[config.mk]
export PLATFORM = sky130hd
export DESIGN_NAME = mem_req_scheduler
export DESIGN_NICKNAME = d
export VERILOG_FILES = /design/src/rtl/mem_req_scheduler.sv
export SDC_FILE = /design/constraint.sdc
export NUM_CORES = 1
export LEC_CHECK = 0
export ABC_AREA = 1
export CAP_MARGIN = 15
export CELL_PAD_IN_SITES_DETAIL_PLACEMENT = 0
export CELL_PAD_IN_SITES_GLOBAL_PLACEMENT = 1
export CORE_AREA = 5 5 237 239
export CTS_BUF_LIST = sky130_fd_sc_hd__clkbuf_4
export CTS_CLUSTER_DIAMETER = 100
export DETAILED_ROUTE_END_ITERATION = 10
export DIE_AREA = 0 0 242 244
export PLACE_DENSITY = 0.59
export SETUP_SLACK_MARGIN = 0.05
export SLEW_MARGIN = 5
export SYNTH_ARGS = -nofsm -noshare
export SYNTH_HDL_FRONTEND = slang
export SYNTH_SLANG_ARGS = --single-unit
[constraint.sdc]
create_clock -name clk -period 2.9 [get_ports clk]
set_input_delay 0.29 -clock clk [delete_from_list [all_inputs] [get_ports clk]]
set_output_delay 0.29 -clock clk [all_outputs]
set_load 0.01 [all_outputs]
[src/rtl/mem_req_scheduler.sv]
// Round-robin arbiter sharing one memory port among NUM_INPUTS LSU requesters, with per-requester
// read-credit limiting and tag-indexed response routing.
module mem_req_scheduler #(
  parameter int unsigned NUM_INPUTS  = 4,
  parameter int unsigned ADDR_WIDTH  = 32,
  parameter int unsigned DATA_WIDTH  = 32,
  parameter int unsigned TAG_WIDTH   = 8,
  parameter int unsigned MAX_PENDING = 4,
  localparam int unsigned SEL_BITS      = $clog2(NUM_INPUTS),
  localparam int unsigned OUT_TAG_WIDTH = TAG_WIDTH + SEL_BITS,
  localparam int unsigned CNT_W         = $clog2(MAX_PENDING + 1),
  localparam int unsigned BE_WIDTH      = DATA_WIDTH / 8
) (
  input  logic                             clk,
  input  logic                             reset,
  input  logic [NUM_INPUTS-1:0]            in_req_valid,
  input  logic [NUM_INPUTS-1:0]            in_req_rw,
  input  logic [NUM_INPUTS*ADDR_WIDTH-1:0] in_req_addr,
  input  logic [NUM_INPUTS*BE_WIDTH-1:0]   in_req_byteen,
  input  logic [NUM_INPUTS*DATA_WIDTH-1:0] in_req_data,
  input  logic [NUM_INPUTS*TAG_WIDTH-1:0]  in_req_tag,
  output logic [NUM_INPUTS-1:0]            in_req_ready,
  output logic [NUM_INPUTS-1:0]            in_rsp_valid,
  output logic [NUM_INPUTS*DATA_WIDTH-1:0] in_rsp_data,
  output logic [NUM_INPUTS*TAG_WIDTH-1:0]  in_rsp_tag,
  input  logic [NUM_INPUTS-1:0]            in_rsp_ready,
  output logic                             out_req_valid,
  output logic                             out_req_rw,
  output logic [ADDR_WIDTH-1:0]            out_req_addr,
  output logic [BE_WIDTH-1:0]              out_req_byteen,
  output logic [DATA_WIDTH-1:0]            out_req_data,
  output logic [OUT_TAG_WIDTH-1:0]         out_req_tag,
  input  logic                             out_req_ready,
  input  logic                             out_rsp_valid,
  input  logic [DATA_WIDTH-1:0]            out_rsp_data,
  input  logic [OUT_TAG_WIDTH-1:0]         out_rsp_tag,
  output logic                             out_rsp_ready
);

  logic                     r_out_valid;
  logic                     r_out_rw;
  logic [ADDR_WIDTH-1:0]    r_out_addr;
  logic [BE_WIDTH-1:0]      r_out_byteen;
  logic [DATA_WIDTH-1:0]    r_out_data;
  logic [OUT_TAG_WIDTH-1:0] r_out_tag;
  logic [SEL_BITS-1:0]      r_rr_ptr;
  logic [CNT_W-1:0]         r_cnt [NUM_INPUTS];

  logic                     w_free;
  logic [NUM_INPUTS-1:0]    w_elig;
  logic [NUM_INPUTS-1:0]    w_grant;
  logic                     w_grant_any;
  logic [SEL_BITS-1:0]      w_grant_idx;
  logic [SEL_BITS-1:0]      w_cand;
  logic                     w_rw;
  logic [ADDR_WIDTH-1:0]    w_addr;
  logic [BE_WIDTH-1:0]      w_byteen;
  logic [DATA_WIDTH-1:0]    w_data;
  logic [TAG_WIDTH-1:0]     w_tag;
  logic [NUM_INPUTS-1:0]    w_inc;
  logic [NUM_INPUTS-1:0]    w_dec;
  logic [SEL_BITS-1:0]      w_rsp_sel;
  logic                     w_rsp_sel_ok;
  logic                     w_rsp_fire;

  assign w_free = !r_out_valid || out_req_ready;

  always_comb begin
    w_elig = '0;
    for (int i = 0; i < NUM_INPUTS; i++) begin
      w_elig[i] = in_req_valid[i] && (in_req_rw[i] || (r_cnt[i] < CNT_W'(MAX_PENDING)));
    end
  end

  // Cyclic search starting at the round-robin pointer; first eligible candidate wins.
  always_comb begin
    w_grant_any = 1'b0;
    w_grant_idx = '0;
    w_cand      = '0;
    for (int unsigned k = 0; k < NUM_INPUTS; k++) begin
      w_cand = SEL_BITS'((32'(r_rr_ptr) + k) % NUM_INPUTS);
      if (reset && w_free && !w_grant_any && w_elig[w_cand]) begin
        w_grant_any = 1'b1;
        w_grant_idx = w_cand;
      end
    end
  end

  always_comb begin
    w_grant  = '0;
    w_inc    = '0;
    w_rw     = 1'b0;
    w_addr   = '0;
    w_byteen = '0;
    w_data   = '0;
    w_tag    = '0;
    for (int i = 0; i < NUM_INPUTS; i++) begin
      w_grant[i] = w_grant_any && (w_grant_idx == SEL_BITS'(i));
      w_inc[i]   = w_grant[i] && !in_req_rw[i];
      if (w_grant_idx == SEL_BITS'(i)) begin
        w_rw     = in_req_rw[i];
        w_addr   = in_req_addr[i*ADDR_WIDTH +: ADDR_WIDTH];
        w_byteen = in_req_byteen[i*BE_WIDTH +: BE_WIDTH];
        w_data   = in_req_data[i*DATA_WIDTH +: DATA_WIDTH];
        w_tag    = in_req_tag[i*TAG_WIDTH +: TAG_WIDTH];
      end
    end
  end

  assign in_req_ready = w_grant;

  always_ff @(posedge clk) begin
    if (!reset) begin
      r_out_valid <= 1'b0;
      r_rr_ptr    <= '0;
    end else if (w_grant_any) begin
      r_out_valid <= 1'b1;
      r_rr_ptr    <= (w_grant_idx == SEL_BITS'(NUM_INPUTS - 1)) ? '0 :
                     w_grant_idx + SEL_BITS'(1);
    end else if (w_free) begin
      r_out_valid <= 1'b0;
    end
  end

  always_ff @(posedge clk) begin
    if (w_grant_any) begin
      r_out_rw     <= w_rw;
      r_out_addr   <= w_addr;
      r_out_byteen <= w_byteen;
      r_out_data   <= w_data;
      r_out_tag    <= {w_tag, w_grant_idx};
    end
  end

  assign out_req_valid  = r_out_valid;
  assign out_req_rw     = r_out_rw;
  assign out_req_addr   = r_out_addr;
  assign out_req_byteen = r_out_byteen;
  assign out_req_data   = r_out_data;
  assign out_req_tag    = r_out_tag;

  assign w_rsp_sel    = out_rsp_tag[SEL_BITS-1:0];
  assign w_rsp_sel_ok = (32'(w_rsp_sel) < NUM_INPUTS);
  assign w_rsp_fire   = out_rsp_valid && out_rsp_ready;

  // An out-of-range index matches no lane, so the response is dropped with ready held high.
  always_comb begin
    in_rsp_valid  = '0;
    out_rsp_ready = 1'b1;
    in_rsp_tag    = '0;
    w_dec         = '0;
    for (int i = 0; i < NUM_INPUTS; i++) begin
      in_rsp_tag[i*TAG_WIDTH +: TAG_WIDTH] = out_rsp_tag[OUT_TAG_WIDTH-1:SEL_BITS];
      if (w_rsp_sel == SEL_BITS'(i)) begin
        in_rsp_valid[i] = out_rsp_valid;
        out_rsp_ready   = in_rsp_ready[i];
      end
    end
    for (int i = 0; i < NUM_INPUTS; i++) begin
      w_dec[i] = w_rsp_fire && w_rsp_sel_ok && (w_rsp_sel == SEL_BITS'(i)) && (r_cnt[i] != '0);
    end
  end

  assign in_rsp_data = {NUM_INPUTS{out_rsp_data}};

  always_ff @(posedge clk) begin
    for (int i = 0; i < NUM_INPUTS; i++) begin
      if (!reset) begin
        r_cnt[i] <= '0;
      end else if (w_inc[i] && !w_dec[i]) begin
        r_cnt[i] <= r_cnt[i] + CNT_W'(1);
      end else if (w_dec[i] && !w_inc[i]) begin
        r_cnt[i] <= r_cnt[i] - CNT_W'(1);
      end
    end
  end

`ifndef SYNTHESIS
  always @(posedge clk) begin
    if (reset && out_rsp_valid) begin
      assert (w_rsp_sel_ok) else $error("mem_req_scheduler: response index out of range");
      if (w_rsp_sel_ok && out_rsp_ready) begin
        assert (r_cnt[w_rsp_sel] != '0) else $error("mem_req_scheduler: response with no credit");
      end
    end
  end
`endif

endmodule

Yosys cells after proc, flatten, opt, wreduce, memory -nomap -nowiden:

Memories as Yosys holds them, arrays and structs flattened.
Index checks and enable logic that the tools add are counted.

* $add $sub $neg: 12
* $lt $le $gt $ge: 8
* eq/ne operators: 6
* muxes and demuxes: 84
* bitwise gates (word level): 8
* reduce and logical (&&, ||, !) cells: 65

Operators with widths (number)
* $mux 32: 8
* $mux 1: 51
* $logic_and 1x1->1: 37
* $mux 8: 4
* $mux 3: 8
* $logic_not 1->1: 16
* $mux 4: 4
* $add 3x1->3 const B: 4
* $lt 2x3->1 const B: 4
* $lt 3x3->1 const B: 4
* $reduce_bool 3->1: 4
* $sub 3x1->3 const B: 4
* $mux 2: 5
* $bmux 1 s2: 4
* $eq 2x2->1 const B: 4
* $or 1x1->1: 8
* $logic_or 1x1->1: 5
* $add 2x1->2 const B: 2
* $add 2x2->2 const B: 2
* $eq 2x1->1 const B: 2
* $logic_not 2->1: 2
* $reduce_bool 2->1: 1

* bits in registers: 82
* RAM bits: 12
* input port bits: 362
* output and inout port bits: 249
* logic and storage cells: 191
* memories: 1

Memory list
* r_cnt: depth 4, width 3, rd ports 4, clocked after memory_dff 0, write ports 4, line 47 `logic [CNT_W-1:0] r_cnt [NUM_INPUTS];`

Depth between registers and ports, before layout:

Gate-level depths: netlist of run 1.
An unclocked memory read counts as a cell.

* word-level depth: 30
* mapped depth: 23
* mapped depth without buffers: 21

Least setup slack after synthesis of run 1:

No wires, ideal clock.

* path type: register to register
* start: mem r_cnt[1][2] (netlist bit)
* end: mem r_cnt[2][2] (netlist bit) (data pin)
* setup time: 0.249 ns
* arrival time: 2.852 ns
* data required time: 2.651 ns
* setup slack: -0.201 ns
* stages on the path, launching flop included: 21
* path buffers: 2
* period minus slack after synthesis: 3.101 ns
* cells stage by stage: edfxtp_1 -> nand2_1 -> nand3_1 -> nand3_1 -> nand2_1 -> nand3_2 -> nand3_1 -> nor2_1 -> nor2_1 -> nor2_1 -> inv_1 -> ha_1 -> buf_2 -> clkbuf_1 -> nand3_1 -> nand2_2 -> fa_1 -> xnor2_1 -> nand2_1 -> nand2_1 -> inv_1

RTL lines (line)
* start, declared: 47

==> results of run 1 <==
==> metrics by stage <==
step                      std cells  TNS, ns  instance area (sq um)    util  worst slack, ns
final                          1813        0                  12820  0.2392         0.002939
after global routing           1813   -3.571                  12820  0.2392          -0.1540
after CTS                      1805  -0.1761                  12140  0.2265         -0.05031
after detailed placement       1766   -27.31                  11440  0.2135          -0.4722
after global placement         1766   -19.63                  11440  0.2135          -0.4275
after floorplan                 788        0                   7124       -          0.01486
==> cell usage in the layout, fill, tap and decap left out, drive strengths merged <==
cell type	netlist	final
a21oi	6	6
a221oi	76	76
buf	170	113
bufbuf	0	1
clkbuf	42	13
clkdlybuf4s50	0	406
clkinv	2	6
dfxtp	3	3
diode	0	1
edfxtp	91	91
fa	1	1
ha	13	13
inv	39	42
nand2	107	107
nand3	37	37
nand4	5	5
nor2	93	93
nor3	1	1
o211ai	5	5
o21ai	12	12
o221ai	1	1
o22ai	1	1
o31ai	76	76
xnor2	4	4
xor2	3	3
==> layout make-up <==
cell class                      instances  share of cell area
Antenna cell                            1           0.0001951
Clock buffer                            9            0.005269
Tap cell                              696             0.06791
Clock inverter                          7            0.006147
Multi-Input combinational cell        441              0.2703
Inverter                               41             0.01366
Timing Repair Buffer                  524              0.4182
Sequential cell                        94              0.2184
==> timing repair <==
item / CTS / global route
gates cloned: 5 / 6
buffers inserted: 18 / 1
hold buffers: 0 / 0
pin swaps: 15 / 9
gates resized for setup: 81 / 95
endpoints found under the setup margin: 28 / 95
==> metal layers <==
metal	vias to the layer above	track usage	share of wire	wire length [microns]
met1	3468	0.1367	0.36	15390
met2	420	0.2476	0.54	22900
li1	3353	-	-	-
met4	0	0.04498	0.028	1188
met5	-	0	0	0
met3	61	0.04226	0.075	3222
==> flip-flops by register name, indices dropped and copies added, names as in the netlist <==
register and cells:
out_req_data 32, r_cnt 12, out_req_byteen 4, out_req_addr 32
out_req_valid 1, out_req_tag 10, r_rr_ptr 2, out_req_rw 1
==> power by group through the flow <==
stage | registers [mW] | logic, mW | clock network [mW]
floorplan | 3.44 | 4.45 | 0
global placement | 3.19 | 9.31 | 0
detailed placement | 3.18 | 9.35 | 0
CTS | 3.15 | 11.1 | 0.938
global route | 3.20 | 13.5 | 0.966
finish | 3.13 | 12.6 | 0.856
==> worst min-delay path: cells and delay by family <==
family | cells | cell delay, ns
AOI/OAI and AO/OA | 1 | 0.05
buffers and inverters | 1 | 0.45
and+or+nand+nor | 1 | 0.05
==> cells by family (layout without fill, tap and decap cells) <==
family,after synthesis,in the layout,share of synthesized area
buf+inv,253,581,0.2234
simple gates,243,243,0.1473
flops,94,94,0.3970
compound gates,177,177,0.1976
xor+xnor,7,7,0.008716
fa+ha+maj,14,14,0.02597
other cells,0,1,0
==> final timing paths <==
kind,end,slack (ns),startpoint,depth (start not counted)
setup reg to reg,out_req_addr[10],0.003,r_cnt[2][2],19
hold reg to reg,r_cnt[2][0],0.57,r_cnt[2][0],1
setup / recovery,out_req_addr[10],0.003,r_cnt[2][2],19
hold / removal,out_req_data[17],0.34,in_req_data[113],3
==> flow_summary_export.csv, run 1 <==
group,metric,value,unit
cts,clock_sinks,94,
timing,fmax,345.2,MHz
route,wire_per_inst,23.55,microns
floorplan,dieHeight,244,microns
pwr,totalPowerFinal,16.62,mW
min_path,min-delay-path-class,"in2reg",
pwr,seq_power_share,0.188,
synth,number_of_flops_mapped_to_enable_cells_by_yosys,91,
pwr,power.combinational.fraction,0.760,
cts,clock_transition_time_at_the_flip_flop_clock_pins_of_the_worst_setup_and_hold_paths,0.23,ns
pwr,p_sw,7.532,mW
synth,yosysWarningCount,0,
timing,slew_violations,0,
synth,seq_area_frac_synth,0.3970,
placement,gpl.final_weighted_congestion,0.8045,
timing,max_slew.worst_pin.slew,0.3869,ns
timing,clock-skew-final,0.04626,ns
setup_path,crit_path_end_kind,"flip-flop",
timing,grt_setup_unrepaired,"true",
timing,period_needed,2.897,ns
cells_and_area,design.final.nets,1487,
synth,synth.cells.most_frequent,"buf_4, nand2_1, nor2_1",
pwr,cellPowerDensity,1296,nW/um^2
route,post-route-drc-count,0,
synth,ys_top_cells_by_area,"edfxtp_1, buf_4, a221oi_1",
cells_and_area,fillers,5787,
setup_path,worstPathCellList,"nand2_2 > nand3_2 > nand3_2 > nand2_2 > nand3_4 > nand3_2 > nor2_4 > nor2_2 > nor2_2 > buf_4 > ha_4 > buf_6 > inv_2 > nand2_2 > inv_8 > buf_12 > buf_4 > a221oi_1 > o31ai_1",
placement,hpwl_dp,31.52,mm
floorplan,pin_count,611,
cts,cts_max_level,3,
pwr,peakVddDrop,0.6485,mV
cells_and_area,final_layout_size_suffix_gt1_frac,0.2392,
synth,synth_ff_type,"edfxtp_1",
setup_path,category_of_the_most_critical_setup_path,"reg2reg",
route,route.final.wire_length,42.70,mm
synth,yosys.cell_types.count,32,
synth,share_of_async_settable_or_async_resettable_flops_after_synthesis,0,
setup_path,critPathMaxFanout,13,
job,drv.max_cap_violation_count,0,
grt,pin_count_of_the_biggest_net_entering_global_routing,58,
cells_and_area,seq_area,2800,sq um
cells_and_area,multi_input_comb_area,3466,sq um
setup_path,crit_family,"simple AND/OR/NAND/NOR gates",
cells_and_area,area_growth_from_synthesis_to_final_layout,82.30,%
timing,hold_viol,0,
pwr,p_clk_frac,0.052,
setup_path,critPathBufInv,6,
cts,cts.path.max_buffers,2,
setup_path,start_kind,"flip-flop",
route,drt_first_pass_iters,4,
floorplan,floorplan_core_area,53600,sq um
floorplan,die_area,59050,sq um
setup_path,worst-endpoint-required,3.24,ns
pwr,switching_share,0.4533,
route,via_total_after_detailed_routing,7302,
pwr,internal_power,9.083,mW
cts,cts_tree,"yes",
cts,number_of_buffers_added_by_the_clock_tree_synthesis_step,9,
floorplan,start_util,0.1312,
setup_path,critical_path.slowest_cell,"edfxtp_1",
setup_path,timing.critical_path.arrival,3.24,ns
timing,finalCritPeriodShare,0.9990,
synth,syn_area,7034,sq um
pwr,p_leak,4.577,nW
timing,max-slew-margin-rel,0.7413,
grt,antenna_found_initial,1,
synth,syn-num-nets,1164,
placement,port_buffer_count,410,
cts,clk_lat_worst_skew,0.59,ns
timing,setup_violations,0,
grt,grt_usage,0.1311,
grt,grt_pass1_wl,56.61,mm
grt,gr-total-overflow,0,
synth,synth_most_common_cell,"buf_4",
grt,grt_pass1_vias,7497,
route,dr.first_iter.drc_count,290,
route,final_antenna_net_count,0,
synth,post_synth.cell_area_avg,8.927,sq um
synth,postSynthCellCount,788,
floorplan,placementRows,85,
status,result_of_the_run,"finished clean",
floorplan,die_width,242,microns
cts,root_buffer,"clkbuf_4",
route,drt-vias-per-instance,4.028,
synth,synth_seq_cells,94,
synth,synth_area_leader_cell,"edfxtp_1",
timing,hold_ws,0.3403,ns
synth,synth_top_area_frac,0.3885,
setup_path,critPathMaxStageDelay,0.49,ns
No activity file was read; power rests on OpenSTA's default activity.
==> run 2, diff against run 1 <==
ABC_CLOCK_PERIOD_IN_PS = 2900   (was default)
PLACE_DENSITY = 0.52   (was 0.59)
==> run 2 against run 1 <==
The run now ends with negative setup slack left. Clock-buffer cell count unchanged. Sequential cell count unchanged. Critical path depth up 1. Via count down 0.89%. Worst hold slack worse by 0.010 ns. Critical endpoint is now r_cnt[2][2].
==> flow_summary_export.csv, run 2 (synthesis gave the netlist of run 1 again) <==
group,metric,value,unit
setup_path,worst-endpoint-required,3.28,ns
setup_path,timing.critical_path.arrival,3.29,ns
cells_and_area,fin_util,0.2441,
cells_and_area,design.final.nets,1497,
timing,hold_viol,0,
grt,antenna_found_initial,4,
timing,hold_ws,0.3302,ns
cells_and_area,fillers,5757,
cts,clk_lat_worst_skew,0.60,ns
pwr,switching_share,0.4448,
route,final_antenna_net_count,0,
timing,clock-skew-final,0.04516,ns
timing,fmax,343.7,MHz
timing,setup_total_negative_slack,-0.009246,ns
route,post-route-drc-count,0,
pwr,p_clk_frac,0.050,
placement,port_buffer_count,410,
pwr,p_leak,4.668,nW
status,result_of_the_run,"finished, violations left",
timing,setup_violations,1,
setup_path,critPathMaxFanout,5,
cts,number_of_buffers_added_by_the_clock_tree_synthesis_step,9,
pwr,internal_power,9.373,mW
timing,slew_violations,0,
floorplan,pin_count,611,
status,failing_checks,"negative setup slack",
grt,pin_count_of_the_biggest_net_entering_global_routing,63,
job,drv.max_cap_violation_count,0,
grt,gr-total-overflow,0,
timing,grt_setup_unrepaired,"true",
cts,cts_max_level,3,
timing,finalCritPeriodShare,1.003,
cts,cts.path.max_buffers,2,
timing,max_slew.worst_pin.slew,0.7749,ns
min_path,min-delay-path-class,"in2reg",
cts,root_buffer,"clkbuf_4",
grt,grt_pass1_wl,52.44,mm
cts,clock_sinks,94,
setup_path,category_of_the_most_critical_setup_path,"reg2reg",
route,drt_first_pass_iters,4,
timing,period_needed,2.909,ns
route,via_total_after_detailed_routing,7237,
cells_and_area,multi_input_comb_area,3597,sq um
placement,hpwl_dp,30.51,mm
grt,grt_pass1_vias,7326,
cts,hold_buffers,0,
cells_and_area,layout.cells.most_common_list,"clkdlybuf4s50_1, nand2_1, edfxtp_1",
route,wire_per_inst,22.58,microns
cts,cts_tree,"yes",
cells_and_area,final_layout_size_suffix_gt1_frac,0.2522,
floorplan,dieHeight,244,microns
placement,gpl.final_weighted_congestion,0.7837,
pwr,seq_power_share,0.183,
cells_and_area,area_growth_from_synthesis_to_final_layout,86.02,%
pwr,power.combinational.fraction,0.766,
setup_path,crit_path_end_kind,"flip-flop",
floorplan,placementRows,85,
cells_and_area,final_common_cell,"clkdlybuf4s50_1",
timing,fin_ws,-0.009246,ns
pwr,totalPowerFinal,16.88,mW
pwr,cellPowerDensity,1290,nW/um^2
timing,max-slew-margin-rel,0.4834,
placement,place_ws,-0.6120,ns
setup_path,start_kind,"flip-flop",
cells_and_area,seq_area,2798,sq um
grt,grt_usage,0.1209,
pwr,peakVddDrop,0.4791,mV
floorplan,start_util,0.1312,
cts,clock_transition_time_at_the_flip_flop_clock_pins_of_the_worst_setup_and_hold_paths,0.22,ns
route,drt-vias-per-instance,3.961,
route,route.final.wire_length,41.26,mm
floorplan,die_area,59050,sq um
floorplan,die_width,242,microns
route,dr.first_iter.drc_count,234,
pwr,p_sw,7.508,mW
floorplan,floorplan_core_area,53600,sq um
[run 2: through the flow]
| step | std cells | area (sq um) |
|---|---|---|
| after floorplan | 788 | 7124 |
| after global placement | 1771 | 11520 |
| after detailed placement | 1771 | 11520 |
| after CTS | 1792 | 11890 |
| after global routing | 1826 | 13080 |
| final | 1827 | 13090 |
[run 2: metal layers]
metal / up-vias / track usage / routed length [microns] / share of wire
li1: 3370 / - / - / -
met1: 3385 / 0.1186 / 14500 / 0.35
met2: 405 / 0.2287 / 21960 / 0.53
met3: 77 / 0.04848 / 3590 / 0.087
met4: 0 / 0.04498 / 1209 / 0.029
met5: - / 0 / 0 / 0
[run 2: final timing paths]
kind / startpoint / to / slack (ns) / cells after the start
worst min register to register: r_cnt[2][0] / r_cnt[2][0] / 0.57 / 1
worst max register to register: r_cnt[0][2] / r_cnt[2][2] / -0.009 / 20
worst min-delay path: in_req_data[117] / out_req_data[21] / 0.33 / 3
worst max-delay path: r_cnt[0][2] / r_cnt[2][2] / -0.009 / 20
[run 2: cell type report]
cell class,instances,area share
Clock inverter,7,0.005833
Sequential cell,94,0.2138
Clock buffer,9,0.005164
Antenna cell,5,0.0009562
Inverter,41,0.01320
Timing Repair Buffer,534,0.4196
Multi-Input combinational cell,441,0.2749
Tap cell,696,0.06655
[run 2: power groups by stage]
stage	logic [mW]	clock network, mW	registers, mW
after floorplan	4.45	0	3.44
after global placement	9.60	0	3.14
after detailed placement	9.63	0	3.14
after CTS	10.1	0.923	3.11
after global routing	13.9	0.962	3.17
final	12.9	0.850	3.09
[run 2: timing repair]
item / in CTS / in global routing
buffers inserted: 5 / 17
gates cloned: 0 / 13
gates resized for setup: 65 / 129
pin swaps: 10 / 28
endpoints found under the setup margin: 53 / 92
[run 2: worst max-delay path: stages, from the launching register on]
cell and delay [ns]:
edfxtp_1 0.45, nand2_1 0.14, nand3_2 0.10, nand3_2 0.13, nand3_2 0.17, buf_4 0.19, nand2_1 0.07, nor2_2 0.05
nor2_4 0.11, inv_2 0.07, buf_4 0.14, ha_4 0.17, buf_4 0.13, nand3_2 0.07, nand2_2 0.07, fa_2 0.35
xnor2_2 0.14, inv_1 0.05, nand2_1 0.04, nand2_1 0.05, inv_1 0.03
==> run 3, diff against run 2 <==
ABC_AREA = default   (was 1)
CORE_AREA = 5 5 233 235   (was 5 5 237 239)
DIE_AREA = 0 0 238 240   (was 0 0 242 244)
PLACE_DENSITY = 0.57   (was 0.52)
==> run 3 against run 2 <==
The flow still finishes with violations (negative setup slack). Via count rose by 13%. Die area fell by 3.3%. Highest routed layer unchanged. Synthesized cell count rose by 27%. Non-clock buffer count rose by 3. Sequential share of layout area fell by 0.79 points. Largest power group unchanged. Largest cell class unchanged. Global-route usage rose by 1.6 points. Critical path depth fell by 6. Clock-buffer cell count rose by 1. Total power fell by 36%.
==> flow_summary_export.csv, run 3 <==
group,metric,value,unit
status,result_of_the_run,"finished, violations left",
status,failing_checks,"negative setup slack",
timing,hold_viol,0,
floorplan,die_width,238,microns
synth,synth.cells.most_frequent,"nand2_1, buf_4, a21oi_1",
setup_path,timing.critical_path.arrival,3.63,ns
cells_and_area,seq_area,2793,sq um
grt,gr-total-overflow,0,
setup_path,critPathBufInv,1,
floorplan,pin_count,611,
grt,grt_pass1_wl,57.28,mm
cells_and_area,fillers,5678,
timing,period_needed,3.279,ns
placement,hpwl_dp,31.44,mm
timing,setup_violations,101,
setup_path,start_kind,"flip-flop",
synth,yosys.cell_types.count,53,
cells_and_area,area_growth_from_synthesis_to_final_layout,78.16,%
synth,syn_area,7612,sq um
route,dr.first_iter.drc_count,348,
setup_path,critPathMaxFanout,3,
placement,gpl.final_weighted_congestion,0.9080,
floorplan,placementRows,84,
placement,port_buffer_count,410,
timing,max_slew.worst_pin.slew,1.176,ns
synth,yosysWarningCount,0,
timing,clock-skew-final,0.02407,ns
pwr,peakVddDrop,0.2884,mV
synth,synth_most_common_cell,"nand2_1",
cts,clock_sinks,94,
cts,cts.path.max_buffers,2,
cells_and_area,final_common_cell,"clkdlybuf4s50_1",
timing,max-slew-margin-rel,0.1954,
synth,syn-num-nets,1377,
cells_and_area,fin_util,0.2607,
synth,ys_top_cells_by_area,"edfxtp_1, buf_4, a21oi_1",
setup_path,critPathMaxStageDelay,0.53,ns
setup_path,worstPathCellList,"nor2b_4 > o211a_1 > mux4_2 > a21oi_4 > buf_6 > a21oi_4 > ha_4 > nor2b_4 > a21o_1 > or2_1 > fa_2 > xor2_2 > nand2_1 > o22ai_1",
route,via_total_after_detailed_routing,8164,
cts,root_buffer,"clkbuf_4",
synth,synth_area_leader_cell,"edfxtp_1",
timing,finalCritPeriodShare,1.131,
setup_path,critical_path.slowest_cell,"mux4_2",
cells_and_area,design.final.nets,1701,
route,route.final.wire_length,43.33,mm
cts,cts_tree,"yes",
route,final_antenna_net_count,0,
route,post-route-drc-count,0,
cts,clk_lat_worst_skew,0.59,ns
job,drv.max_cap_violation_count,0,
timing,fmax,305.0,MHz
cts,cts_max_level,3,
setup_path,crit_family,"compound AO/OA/AOI/OAI gates",
route,drt_first_pass_iters,4,
min_path,min-delay-path-class,"in2reg",
synth,synth_ff_type,"edfxtp_1",
route,wire_per_inst,21.45,microns
grt,grt_usage,0.1373,
floorplan,start_util,0.1463,
synth,seq_area_frac_synth,0.3669,
timing,slew_violations,0,
cts,hold_buffers,0,
synth,postSynthCellCount,1001,
synth,share_of_async_settable_or_async_resettable_flops_after_synthesis,0,
cells_and_area,final_layout_size_suffix_gt1_frac,0.2000,
floorplan,die_area,57120,sq um
timing,fin_ws,-0.3791,ns
grt,grt_pass1_vias,8243,
timing,grt_setup_unrepaired,"true",
placement,place_ws,-0.7477,ns
floorplan,dieHeight,240,microns
setup_path,crit_path_end_kind,"flip-flop",
setup_path,worst-endpoint-required,3.25,ns
synth,synth_seq_cells,94,
cells_and_area,layout.cells.most_common_list,"clkdlybuf4s50_1, nor2_1, nand2_1",
cts,clock_transition_time_at_the_flip_flop_clock_pins_of_the_worst_setup_and_hold_paths,0.20,ns
synth,synth_top_area_frac,0.3590,
cells_and_area,multi_input_comb_area,3913,sq um
grt,antenna_found_initial,1,
cts,number_of_buffers_added_by_the_clock_tree_synthesis_step,9,
synth,post_synth.cell_area_avg,7.605,sq um
setup_path,category_of_the_most_critical_setup_path,"reg2reg",
grt,pin_count_of_the_biggest_net_entering_global_routing,47,
pwr,cellPowerDensity,799.1,nW/um^2
route,drt-vias-per-instance,4.042,
synth,number_of_flops_mapped_to_enable_cells_by_yosys,91,
pwr,p_leak,5.101,nW
floorplan,floorplan_core_area,52020,sq um
## run 3: per-layer routing
layer	track usage	vias up	share of wire	wire (microns)
met3	0.04474	43	0.081	3513
met4	0.04887	0	0.026	1124
met5	0	-	0	0
li1	-	3892	-	-
met2	0.2634	475	0.54	23310
met1	0.1387	3754	0.36	15380
## run 3: path summary, 6_finish.rpt
check	from	slack, ns	end	depth (start not counted)
min reg2reg	out_req_valid	0.58	out_req_valid	2
min	in_req_data[119]	0.34	out_req_data[23]	3
max reg2reg	r_cnt[0][2]	-0.38	r_cnt[2][2]	14
max	r_cnt[0][2]	-0.38	r_cnt[2][2]	14
## run 3: final cells by class
cell class | instances | area share
diodes | 2 | 0.0003690
clock inverters | 6 | 0.006827
inverters | 17 | 0.004890
multi-input cells | 666 | 0.2885
well taps | 688 | 0.06347
flip-flops and latches | 94 | 0.2059
clock buffers | 10 | 0.005536
repair buffers | 537 | 0.4245
## run 3: tightest hold or removal path: stages
cell and delay (ns):
clkdlybuf4s50_1 0.39, nand2_1 0.06, o21ai_1 0.05
## run 3: power breakdown
part           internal, mW  total [mW]  switching [mW]  leakage [nW]
Combinational          3.76        7.25            3.50          4.07
Clock                 0.363        1.00           0.637        0.0836
Sequential             2.39        2.58           0.197         0.944
Total                  6.50        10.8            4.33          5.10
## run 3: what timing repair did
action	4_1_cts	5_1_grt
cloned	8	10
pin swaps	8	47
setup endpoints to repair	104	105
gates resized for setup	70	200
buffers inserted	14	14
endpoints found under the hold margin	0	0
## run 3: cells by family (layout without fill, tap and decap cells)
family / after synthesis / count (layout) / synth area share
buffers and inverters: 241 / 570 / 0.1990
adders and majority gates: 14 / 14 / 0.02400
and+or+nand+nor: 368 / 368 / 0.1979
muxes: 6 / 6 / 0.009533
AOI/OAI and AO/OA: 275 / 275 / 0.1992
DFF: 94 / 94 / 0.3669
xor gates and xnor gates: 3 / 3 / 0.003452
other: 0 / 2 / 0
## run 3: per-stage QoR
stage	hold slack (ns)	TNS, ns	instance area, sq um	std cells	power, mW
detailed placement	0.5776	-60.46	12010	1958	8.225
floorplan	0.4754	-0.4118	7747	1001	5.395
finish	0.3366	-24.32	13560	2020	10.84
global route	0.2776	-39.12	13560	2019	11.56
global placement	0.5596	-53.42	12010	1958	8.195
CTS	0.2355	-33.44	12680	1996	10.06
